--- config.mk ---
export PLATFORM = sky130hd
export DESIGN_NAME = ref_gen
export DESIGN_NICKNAME = d
export VERILOG_FILES = /design/src/rtl/ref_gen_pkg.sv /design/src/rtl/ref_gen_nco.sv /design/src/rtl/ref_gen.sv
export SDC_FILE = /design/constraint.sdc
export NUM_CORES = 1
export LEC_CHECK = 0
export BUFFER_PORTS_ARGS = -buffer_cell sky130_fd_sc_hd__buf_2
export CAP_MARGIN = 40
export CORE_MARGIN = 2
export CORE_UTILIZATION = 61
export CTS_BUF_LIST = sky130_fd_sc_hd__clkbuf_2
export CTS_CLUSTER_SIZE = 28
export DETAILED_ROUTE_END_ITERATION = 8
export GPL_ROUTABILITY_DRIVEN = 0
export PLACE_DENSITY = 0.81
export SYNTH_ARGS = -nofsm -noshare
export SYNTH_HDL_FRONTEND = slang
export SYNTH_SLANG_ARGS = --single-unit
--- constraint.sdc ---
create_clock -name clk_50 -period 7.3 [get_ports clk_50]
set_input_delay 1.095 -clock clk_50 [delete_from_list [all_inputs] [get_ports clk_50]]
set_output_delay 1.095 -clock clk_50 [all_outputs]
set_load 0.02 [all_outputs]
--- src/rtl/ref_gen_pkg.sv ---
// Shared constants, state encoding and frequency clamp for the reference-clock transmitter.
// Optional dither build switch: REF_GEN_JITTER_EN (see ref_gen_nco).
package ref_gen_pkg;

   localparam int unsigned ACC_W     = 16;
   localparam int unsigned FREQ_W    = 10;
   localparam int unsigned RAMP_DIV  = 256;
   localparam int unsigned GAP_SHIFT = 8;
   localparam int unsigned RAMP_W    = $clog2(RAMP_DIV);
   localparam int unsigned GAP_W     = 16 + GAP_SHIFT;

   // Increments at 50 MHz, 2^16 scale: 100 / 200 / 125 kHz, matching the PLL limits.
   localparam logic [FREQ_W-1:0] FREQ_MIN_RAW     = FREQ_W'(131);
   localparam logic [FREQ_W-1:0] FREQ_MAX_RAW     = FREQ_W'(262);
   localparam logic [FREQ_W-1:0] FREQ_DEFAULT_RAW = FREQ_W'(163);

   localparam logic [1:0] OP_SET_FREQ   = 2'd0;
   localparam logic [1:0] OP_PHASE_STEP = 2'd1;
   localparam logic [1:0] OP_GAP        = 2'd2;
   localparam logic [1:0] OP_RUN_CTL    = 2'd3;

   typedef enum logic [1:0] {
      ST_IDLE,
      ST_RUN,
      ST_GAP
   } state_e;

   function automatic logic [FREQ_W-1:0] clamp_freq(input logic [FREQ_W-1:0] raw);
      if (raw < FREQ_MIN_RAW) begin
         return FREQ_MIN_RAW;
      end else if (raw > FREQ_MAX_RAW) begin
         return FREQ_MAX_RAW;
      end
      return raw;
   endfunction

endpackage

--- src/rtl/ref_gen_nco.sv ---
// NCO phase accumulator with registered MSB output; REF_GEN_JITTER_EN adds LFSR dither
// of +/-1 LSB on the per-cycle increment.
module ref_gen_nco
   import ref_gen_pkg::*;
(
   input  logic              clk_50,
   input  logic              rst,
   input  logic              advance,
   input  logic              run_next,
   input  logic [FREQ_W-1:0] freq,
   input  logic              step_en,
   input  logic [ACC_W-1:0]  step_val,
   output logic              ref_out
);

   logic [ACC_W-1:0] acc_q, acc_d;
   logic [ACC_W-1:0] inc;
   logic             ref_q, ref_d;

`ifdef REF_GEN_JITTER_EN
   logic [15:0] lfsr_q, lfsr_d;

   always_comb begin
      // Right-shifting Fibonacci form of taps 16,14,13,11.
      lfsr_d = {lfsr_q[0] ^ lfsr_q[2] ^ lfsr_q[3] ^ lfsr_q[5], lfsr_q[15:1]};
      inc    = ACC_W'(freq);
      unique case (lfsr_q[1:0])
         2'b01:   inc = ACC_W'(freq) + ACC_W'(1);
         2'b10:   inc = ACC_W'(freq) - ACC_W'(1);
         default: inc = ACC_W'(freq);
      endcase
   end

   always_ff @(posedge clk_50) begin
      if (rst) begin
         lfsr_q <= 16'hACE1;
      end else begin
         lfsr_q <= lfsr_d;
      end
   end
`else
   assign inc = ACC_W'(freq);
`endif

   always_comb begin
      acc_d = acc_q + (advance ? inc : '0) + (step_en ? step_val : '0);
      ref_d = run_next & acc_d[ACC_W-1];
   end

   always_ff @(posedge clk_50) begin
      if (rst) begin
         acc_q <= '0;
         ref_q <= 1'b0;
      end else begin
         acc_q <= acc_d;
         ref_q <= ref_d;
      end
   end

   assign ref_out = ref_q;

endmodule

--- src/rtl/ref_gen.sv ---
// Programmable reference-clock transmitter: command decode, run/gap FSM and frequency slew
// around ref_gen_nco. Build switch REF_GEN_JITTER_EN enables increment dither in the NCO.
module ref_gen
   import ref_gen_pkg::*;
(
   input  logic              clk_50,
   input  logic              rst,
   input  logic              cmd_valid,
   output logic              cmd_ready,
   input  logic [1:0]        cmd_op,
   input  logic [15:0]       cmd_arg,
   output logic              ref_out,
   output logic              running,
   output logic              gap_active,
   output logic [FREQ_W-1:0] cur_freq
);

   state_e            state_q, state_d;
   logic [FREQ_W-1:0] cur_freq_q, cur_freq_d;
   logic [FREQ_W-1:0] target_q, target_d;
   logic [GAP_W-1:0]  gap_ctr_q, gap_ctr_d;
   logic [RAMP_W-1:0] ramp_ctr_q, ramp_ctr_d;
   logic              accept;
   logic              step_en;

   assign accept = cmd_valid & cmd_ready;

   always_comb begin
      state_d    = state_q;
      cur_freq_d = cur_freq_q;
      target_d   = target_q;
      gap_ctr_d  = gap_ctr_q;
      ramp_ctr_d = ramp_ctr_q + RAMP_W'(1);
      step_en    = 1'b0;

      // Slew uses the target held before any same-cycle SET_FREQ.
      if (ramp_ctr_q == RAMP_W'(RAMP_DIV - 1)) begin
         ramp_ctr_d = '0;
         if (cur_freq_q < target_q) begin
            cur_freq_d = cur_freq_q + FREQ_W'(1);
         end else if (cur_freq_q > target_q) begin
            cur_freq_d = cur_freq_q - FREQ_W'(1);
         end
      end

      if (state_q == ST_GAP) begin
         if (gap_ctr_q == GAP_W'(1)) begin
            state_d   = ST_RUN;
            gap_ctr_d = '0;
         end else begin
            gap_ctr_d = gap_ctr_q - GAP_W'(1);
         end
      end

      if (accept) begin
         unique case (cmd_op)
            OP_SET_FREQ:   target_d = clamp_freq(cmd_arg[FREQ_W-1:0]);
            OP_PHASE_STEP: step_en  = 1'b1;
            OP_GAP: begin
               if ((state_q == ST_RUN) && (cmd_arg != '0)) begin
                  state_d   = ST_GAP;
                  gap_ctr_d = GAP_W'(cmd_arg) << GAP_SHIFT;
               end
            end
            OP_RUN_CTL:    state_d = cmd_arg[0] ? ST_RUN : ST_IDLE;
         endcase
      end
   end

   always_ff @(posedge clk_50) begin
      if (rst) begin
         state_q    <= ST_IDLE;
         cur_freq_q <= FREQ_DEFAULT_RAW;
         target_q   <= FREQ_DEFAULT_RAW;
         gap_ctr_q  <= '0;
         ramp_ctr_q <= '0;
      end else begin
         state_q    <= state_d;
         cur_freq_q <= cur_freq_d;
         target_q   <= target_d;
         gap_ctr_q  <= gap_ctr_d;
         ramp_ctr_q <= ramp_ctr_d;
      end
   end

   // NCO advances in RUN and GAP so the output resumes phase-coherently after a dropout.
   ref_gen_nco u_nco (
      .clk_50   (clk_50),
      .rst      (rst),
      .advance  (state_q != ST_IDLE),
      .run_next (state_d == ST_RUN),
      .freq     (cur_freq_q),
      .step_en  (step_en),
      .step_val (ACC_W'(cmd_arg)),
      .ref_out  (ref_out)
   );

   assign cmd_ready  = (state_q != ST_GAP);
   assign running    = (state_q != ST_IDLE);
   assign gap_active = (state_q == ST_GAP);
   assign cur_freq   = cur_freq_q;

endmodule

==> results of run 1 <==
-- routing by layer --
metal	share of wire (%)	routed length (um)	global-route usage (%)
met5	0	0	0
met4	1.6	161	10.6
met3	4.3	436	4.85
met2	51	5150	44.2
met1	43	4330	31.8
-- per-stage QoR --
stage / cell area, um^2 / hold WS (ns) / utilization [%]
3_5_place_dp: 4960 / 0.457 / 65.1
5_1_grt: 5040 / 0.515 / 66.3
6_report: 5040 / 0.486 / 66.3
3_3_place_gp: 4930 / 0.443 / 64.8
4_1_cts: 5040 / 0.490 / 66.3
2_1_floorplan: 4720 / 0.428 / -
-- final timing paths --
path | from | endpoint
hold reg to reg | ramp_ctr_q[0] | ramp_ctr_q[0]
setup / recovery | state_q[0] | u_nco.acc_q[13]
hold / removal | ramp_ctr_q[0] | ramp_ctr_q[0]
setup reg to reg | state_q[0] | u_nco.acc_q[13]
-- power groups by stage --
stage / sequential, W / clock, W / combinational (W)
2_1_floorplan: 0.000413 / 0 / 0.000123
3_3_place_gp: 0.000415 / 0 / 0.000153
3_5_place_dp: 0.000415 / 0 / 0.000158
4_1_cts: 0.000408 / 0.000188 / 0.000160
5_1_grt: 0.000409 / 0.000203 / 0.000180
6_report: 0.000408 / 0.000185 / 0.000160
-- cells in the mapped netlist (5+ instances only) --
cell type,instances
o21ai_2,14
o21bai_1,5
o21ai_0,11
inv_1,50
nand3_1,10
and3_1,5
dfxtp_1,71
o21a_1,6
a211o_1,5
a21oi_1,25
nor3_1,14
nor4_1,8
nand2b_1,5
xor2_1,10
ha_1,40
a211oi_1,7
nor2b_1,13
xnor2_1,32
fa_1,12
nand2_1,49
clkbuf_1,11
nor2_1,59
and2_1,8
-- sequential cells by signal, indices dropped and copies added, names as in the netlist --
signal	count
target_q	10
u_nco.ref_out	1
u_nco.acc_q	16
state_q	2
ramp_ctr_q	8
gap_ctr_q	24
cur_freq	10
-- critical path, stage by stage, from the launching register on --
cell and delay, ns:
dfxtp_1 0.44, nand2b_1 0.43, and4b_1 0.66, nand2_1 0.15, fa_1 0.44, inv_1 0.07, ha_1 0.16, inv_1 0.06
fa_1 0.38, nor2b_1 0.19, o31a_1 0.19, o31a_1 0.19, a21boi_0 0.14, o21bai_1 0.17, mux2_2 0.35
-- cell type report --
type	count	area, um^2
Tap cell	102	128
Timing Repair Buffer	36	198
Inverter	50	188
Sequential cell	71	1420
Clock inverter	6	38.8
Clock buffer	9	45.0
Fill cell	644	2570
Multi-Input combinational cell	414	3020
-- cell families after synthesis --
group | Yosys count | share of synthesized area [%]
AO/OA/AOI/OAI | 105 | 15.5
XOR/XNOR | 42 | 7.79
adder cells (fa/ha/maj) | 52 | 15.7
buffers and inverters | 66 | 5.88
flip-flops | 71 | 30.1
multiplexers | 6 | 1.35
AND/OR/NAND/NOR | 209 | 23.6
==> results.md, run 1 <==
- Status: complete, no violations
- Relative slew slack: 56.9%
- P_leak: ~2.2 nW
- Synth top area share: a little under a third
- Core area: roughly 7600 um^2
- N_diodes: 0
- Fin nets: about 660
- First-pass GRT wire length: about 17 mm
- Net switching power figure: 0.000244 W
- Synth top area cells: dfxtp_1 (30%), ha_1 (11%), xnor2_1 (5.9%)
- DRT Pass-1 Iters: 4
- VDD IR max: ~0.079 mV
- Placed insts: 673
- Most common flop cell mapped by yosys: dfxtp_1
- CP Capture Type: flop
- Routed WL per cell: about 15 um
- Netlist cell types: 58
- Clock root cell: clkbuf_2
- Path depth of the worst reg2reg path: 14
- DR vias: roughly 3900
- Antenna Nets Post-Route: 0
- Final HPWL DP: 7.84 mm
- Reg2Reg Setup Slack: 3.18 ns
- Final Hold Fails: 0
- H-tree Lvls: 3
- Gate Count Post-Synth: ~550
- Combinational fraction of design power: approximately a fifth
- Post-CTS setup buffer count: 0
- Vias per cell: between 5 and 6
- Post-route DRC: 0
- Synth Warn #: 0
- TritonCTS sink count: between 70 and 80
- WS Path Type: reg2reg
- CP Launch Type: flop
- Clock buffer depth: 2
- Post-synthesis async set-or-reset flop share: 0%
- Max Cap Viol: 0
- Power per Cell Area: 149 nW/um^2
- CTS tree: done
- Share of layout cells above drive strength 1: roughly 14%
- Hold Path Depth: 1
- Syn avg cell area: 8.57 um^2
- Post-cts sizing count: 0
- Clock Skew: between 0.02 and 0.03 ns
- Number of flops mapped to enable cells by yosys: 0
- Number of I/O port buffers: 34
- Final setup TNS: 0 ns
- Final setup viols: 0
- Routed wire length: 10.1 mm
- DR iter-0 viols: about 280
- Synth area leader: dfxtp_1
- Worst skew pair latency: between 0.5 and 0.6 ns
- Die Ht: roughly 92 um
- Initial antenna violation count: 0
- Reg power frac: between 50% and 60%
- Die X: slightly above 90 um
- Maximum clock rate: between 200 and 250 MHz
- Largest net degree at the start of global routing: slightly below 50
- Final WS setup: 3.18 ns
- I/O pins: 35
- Internal power: around 0.00051 W
- CTS Buf Count: 9
- CTS clk-pin slew, worst paths: ~0.20 ns
- Seq/Total Area, Yosys: a little under a third
- Grt total ovfl: 0
- Worst-Margin Slew: about 0.64 ns
- Global Route Usage Sum: between 20 and 30%
- Fin cells: 688
- Synth Cell Area: 4720 um^2
- Slew Viols, Final: 0
- Clock share of power: approximately 25%
- Tmin final: 4.12 ns
- Fin crit share: 56.4%
- RSZ-0062 raised after global routing: false
- Pre-CTS setup slack: 2.84 ns
- Commonest non-fill, non-tap cell in the layout: dfxtp_1
- Fraction of power spent switching nets: approximately a third
- Initial Utilization: around 62%
- Most frequent cells in the layout: dfxtp_1 (71), nor2_1 (59), inv_1 (50), nand2_1 (49), ha_1 (40)
- Min-Delay Path Class: reg2reg
- Hold Buf Count CTS: 0
- Die Area: approximately 8500 um^2
- #FFs+latches synth: 71
- Num rows: 32
- CP max FO: 16
- Crit path DAT: around 4.6 ns
- Vias in the first global route: 3901
- Power, Total: between 0.0007 and 0.0008 W
- CP Data Required Time: a little under 8 ns
- Synthesized Nets: between 600 and 700
- Layout Area Growth over Synthesis: 6.76%
Note: power is estimated with default switching activity, not from simulation.
==> inputs of run 2 (changes only) <==
--- a/config.mk
+++ b/config.mk
@@ -8,12 +8,12 @@
 export BUFFER_PORTS_ARGS = -buffer_cell sky130_fd_sc_hd__buf_2
 export CAP_MARGIN = 40
 export CORE_MARGIN = 2
-export CORE_UTILIZATION = 61
+export CORE_UTILIZATION = 57
 export CTS_BUF_LIST = sky130_fd_sc_hd__clkbuf_2
 export CTS_CLUSTER_SIZE = 28
 export DETAILED_ROUTE_END_ITERATION = 8
 export GPL_ROUTABILITY_DRIVEN = 0
-export PLACE_DENSITY = 0.81
+export PLACE_DENSITY = 0.79
 export SYNTH_ARGS = -nofsm -noshare
 export SYNTH_HDL_FRONTEND = slang
 export SYNTH_SLANG_ARGS = --single-unit
==> constraint.sdc (replaced) <==
create_clock -name clk_50 -period 3.3 [get_ports clk_50]
set_input_delay 0.495 -clock clk_50 [delete_from_list [all_inputs] [get_ports clk_50]]
set_output_delay 0.495 -clock clk_50 [all_outputs]
set_load 0.02 [all_outputs]
==> run 2 against run 1 <==
Compared with the run above: critical path depth is 1 higher; first-iteration DRC count is 15% lower; non-clock buffer count is 50 higher; register-to-register slack worse by 3.1 ns; final cell count is 7.8% higher; utilization is 2.5 points higher; worst setup slack worse by 3.1 ns; global-route usage is 0.78 points higher; hold slack worse by 0.31 ns; combinational power grew to 2.7 times the previous value; die area is 6.7% higher; sequential power is 120% higher; largest cell class unchanged.
==> results.md, run 2 (synthesis results as in run 1) <==
- Status: complete, no violations
- CP max FO: 6 (-10)
- Fin crit share: 98.0% (+42 points)
- Clock Skew: 0.0257 ns (-0.000785 ns)
- Initial antenna violation count: 0 (unchanged)
- CTS clk-pin slew, worst paths: 0.21 ns (about the same)
- Initial Utilization: 58.0% (-4.0 points)
- DP Area: 5290 um^2 (+6.7%)
- DRT Pass-1 Iters: 6 (+2)
- First-pass GRT wire length: 18.7 mm (+7.1%)
- WS Path Type: reg2reg
- Final HPWL DP: 8.59 mm (+9.5%)
- Largest net degree at the start of global routing: 46 (-6.1%)
- Final setup TNS: 0 ns (unchanged)
- Worst skew pair latency: 0.53 ns (about the same)
- Relative slew slack: 55.4% (-1.5 points)
- Worst-Margin Slew: 0.665 ns (+0.0223 ns)
- DR vias: 4169 (+6.5%)
- Final setup viols: 0 (unchanged)
- CP Capture Type: flop
- Slew Viols, Final: 0 (unchanged)
- Tmin final: 3.23 ns (-0.887 ns)
- Vias in the first global route: 4105 (+5.2%)
- Internal power: 0.00133 W (+160%)
- Clock share of power: 31.0% (+6.4 points)
- Antenna Nets Post-Route: 0 (unchanged)
- Power per Cell Area: 343 nW/um^2 (+130%)
- CTS tree: done
- Global Route Usage Sum: 26.5% (+0.78 points)
- Die Area: 9030 um^2 (+6.7%)
- Critical Path, Cell by Cell: nand2b_4 > and4b_4 > nand2_1 > fa_1 > inv_1 > ha_1 > inv_1 > fa_2 > nor2b_4 > o31a_1 > o31a_1 > buf_4 > a21boi_4 > o21bai_1 > mux2_2
- H-tree Lvls: 3 (unchanged)
- Grt total ovfl: 0 (unchanged)
- TritonCTS sink count: 71 (unchanged)
- CTS Buf Count: 9 (unchanged)
- Clock buffer depth: 2 (unchanged)
- Post-route cell area: 5590 um^2 (+11%)
- Routed wire length: 11.4 mm (+13%)
- Largest Register: gap_ctr_q
- VDD IR max: 0.208 mV (+160%)
- DR iter-0 viols: 240 (-15%)
- RSZ-0062 raised after global routing: true
- Biggest regs: gap_ctr_q (24), u_nco.acc_q (16)
- Layout Area Growth over Synthesis: 18.5%
- CP Launch Type: flop
- Min-Delay Path Class: in2reg
- Clock root cell: clkbuf_2
- Routed WL per cell: 15.4 um (+4.8%)
- Final Hold Fails: 0 (unchanged)
- N_diodes: 0 (unchanged)
- Num rows: 33 (+3.1%)
- P_leak: 2.53 nW (+14%)
- Commonest non-fill, non-tap cell in the layout: dfxtp_1
- Fraction of power spent switching nets: 30.7% (-1.8 points)
- Die Ht: 95.0 um (+3.3%)
- Vias per cell: 5.62 (-1.2%)
- CP Data Required Time: 3.74 ns (-3.99 ns)
- I/O pins: 35 (unchanged)
- Core area: 8130 um^2 (+6.9%)
- Net switching power figure: 0.000590 W (+140%)
- Maximum clock rate: 309 MHz (+27%)
- Max reg flops: 24 (unchanged)
- Share of layout cells above drive strength 1: 24.8% (+11 points)
- Most frequent cells in the layout: dfxtp_1 (68), nor2_1 (58), buf_4 (50), inv_1 (49), nand2_1 (48)
- Combinational fraction of design power: 22.1% (+0.9 points)
- Worst path slowest cell: fa_1
- Number of I/O port buffers: 34 (unchanged)
- Slowest cell delay on critical path: 0.49 ns (-0.17 ns)
- Die X: 95.0 um (+3.3%)
- Crit path DAT: 3.68 ns (-0.87 ns)
- Max Cap Viol: 0 (unchanged)
- Fin nets: 705 (+7.6%)
- Hold slack: 0.179 ns (-0.307 ns)
- Reg power frac: 46.9% (-7.3 points)
- Hold Buf Count CTS: 0 (unchanged)
- Post-route DRC: 0 (unchanged)
## run 2: timing repair
item	4_1_cts	5_1_grt
setup endpoints to repair	7	10
gates resized for setup	12	17
hold endpoints to repair	0	0
pin swaps	6	11
buffers inserted	3	3
## run 2: layer usage
layer	vias to the layer above	track usage [%]	routed length, um
met5	-	0	0
met4	0	9.78	342
met3	34	6.23	568
met2	110	46.9	5660
met1	1958	31.1	4820
li1	2067	-	-
## run 2: final cells by class
type	instances	area [um^2]
clock inverters	7	96.3
multi-input cells	414	3140
repair buffers	86	568
inverters	50	188
fillers	627	2540
clock buffers	9	45.0
well taps	105	131
flip-flops and latches	71	1430
## run 2: per-stage QoR
step                util [%]  cells  power [W]  setup WS, ns
floorplan                  -    551    0.00119      -0.00679
global placement        65.0    720    0.00129        -0.227
CTS                     67.5    739    0.00191       -0.0194
global route            68.8    742    0.00200       -0.0953
finish                  68.8    742    0.00192        0.0661
detailed placement      65.0    720    0.00131        -0.347
## run 2: power by group through the flow
stage	clock [W]	combinational, W	sequential [W]
floorplan	0	0.000273	0.000915
global placement	0	0.000376	0.000917
detailed placement	0	0.000391	0.000918
CTS	0.000603	0.000402	0.000901
global route	0.000631	0.000467	0.000905
finish	0.000595	0.000425	0.000901
## run 2: worst max-delay path: cells and delay by family (launching register included)
family	cells	cell delay, ns
and+or+nand+nor	4	0.55
adders and majority gates	3	0.91
DFF	1	0.37
buffers and inverters	3	0.28
muxes	1	0.27
AOI/OAI and AO/OA	4	0.78
## run 2: worst paths after layout
kind                            depth (start not counted)         from  slack, ns              end
worst min-delay path                                    2          rst       0.18    gap_ctr_q[10]
worst min register to register                          2  target_q[9]       0.47      target_q[9]
worst max register to register                         15   state_q[0]       0.07  u_nco.acc_q[13]
worst max-delay path                                   15   state_q[0]       0.07  u_nco.acc_q[13]
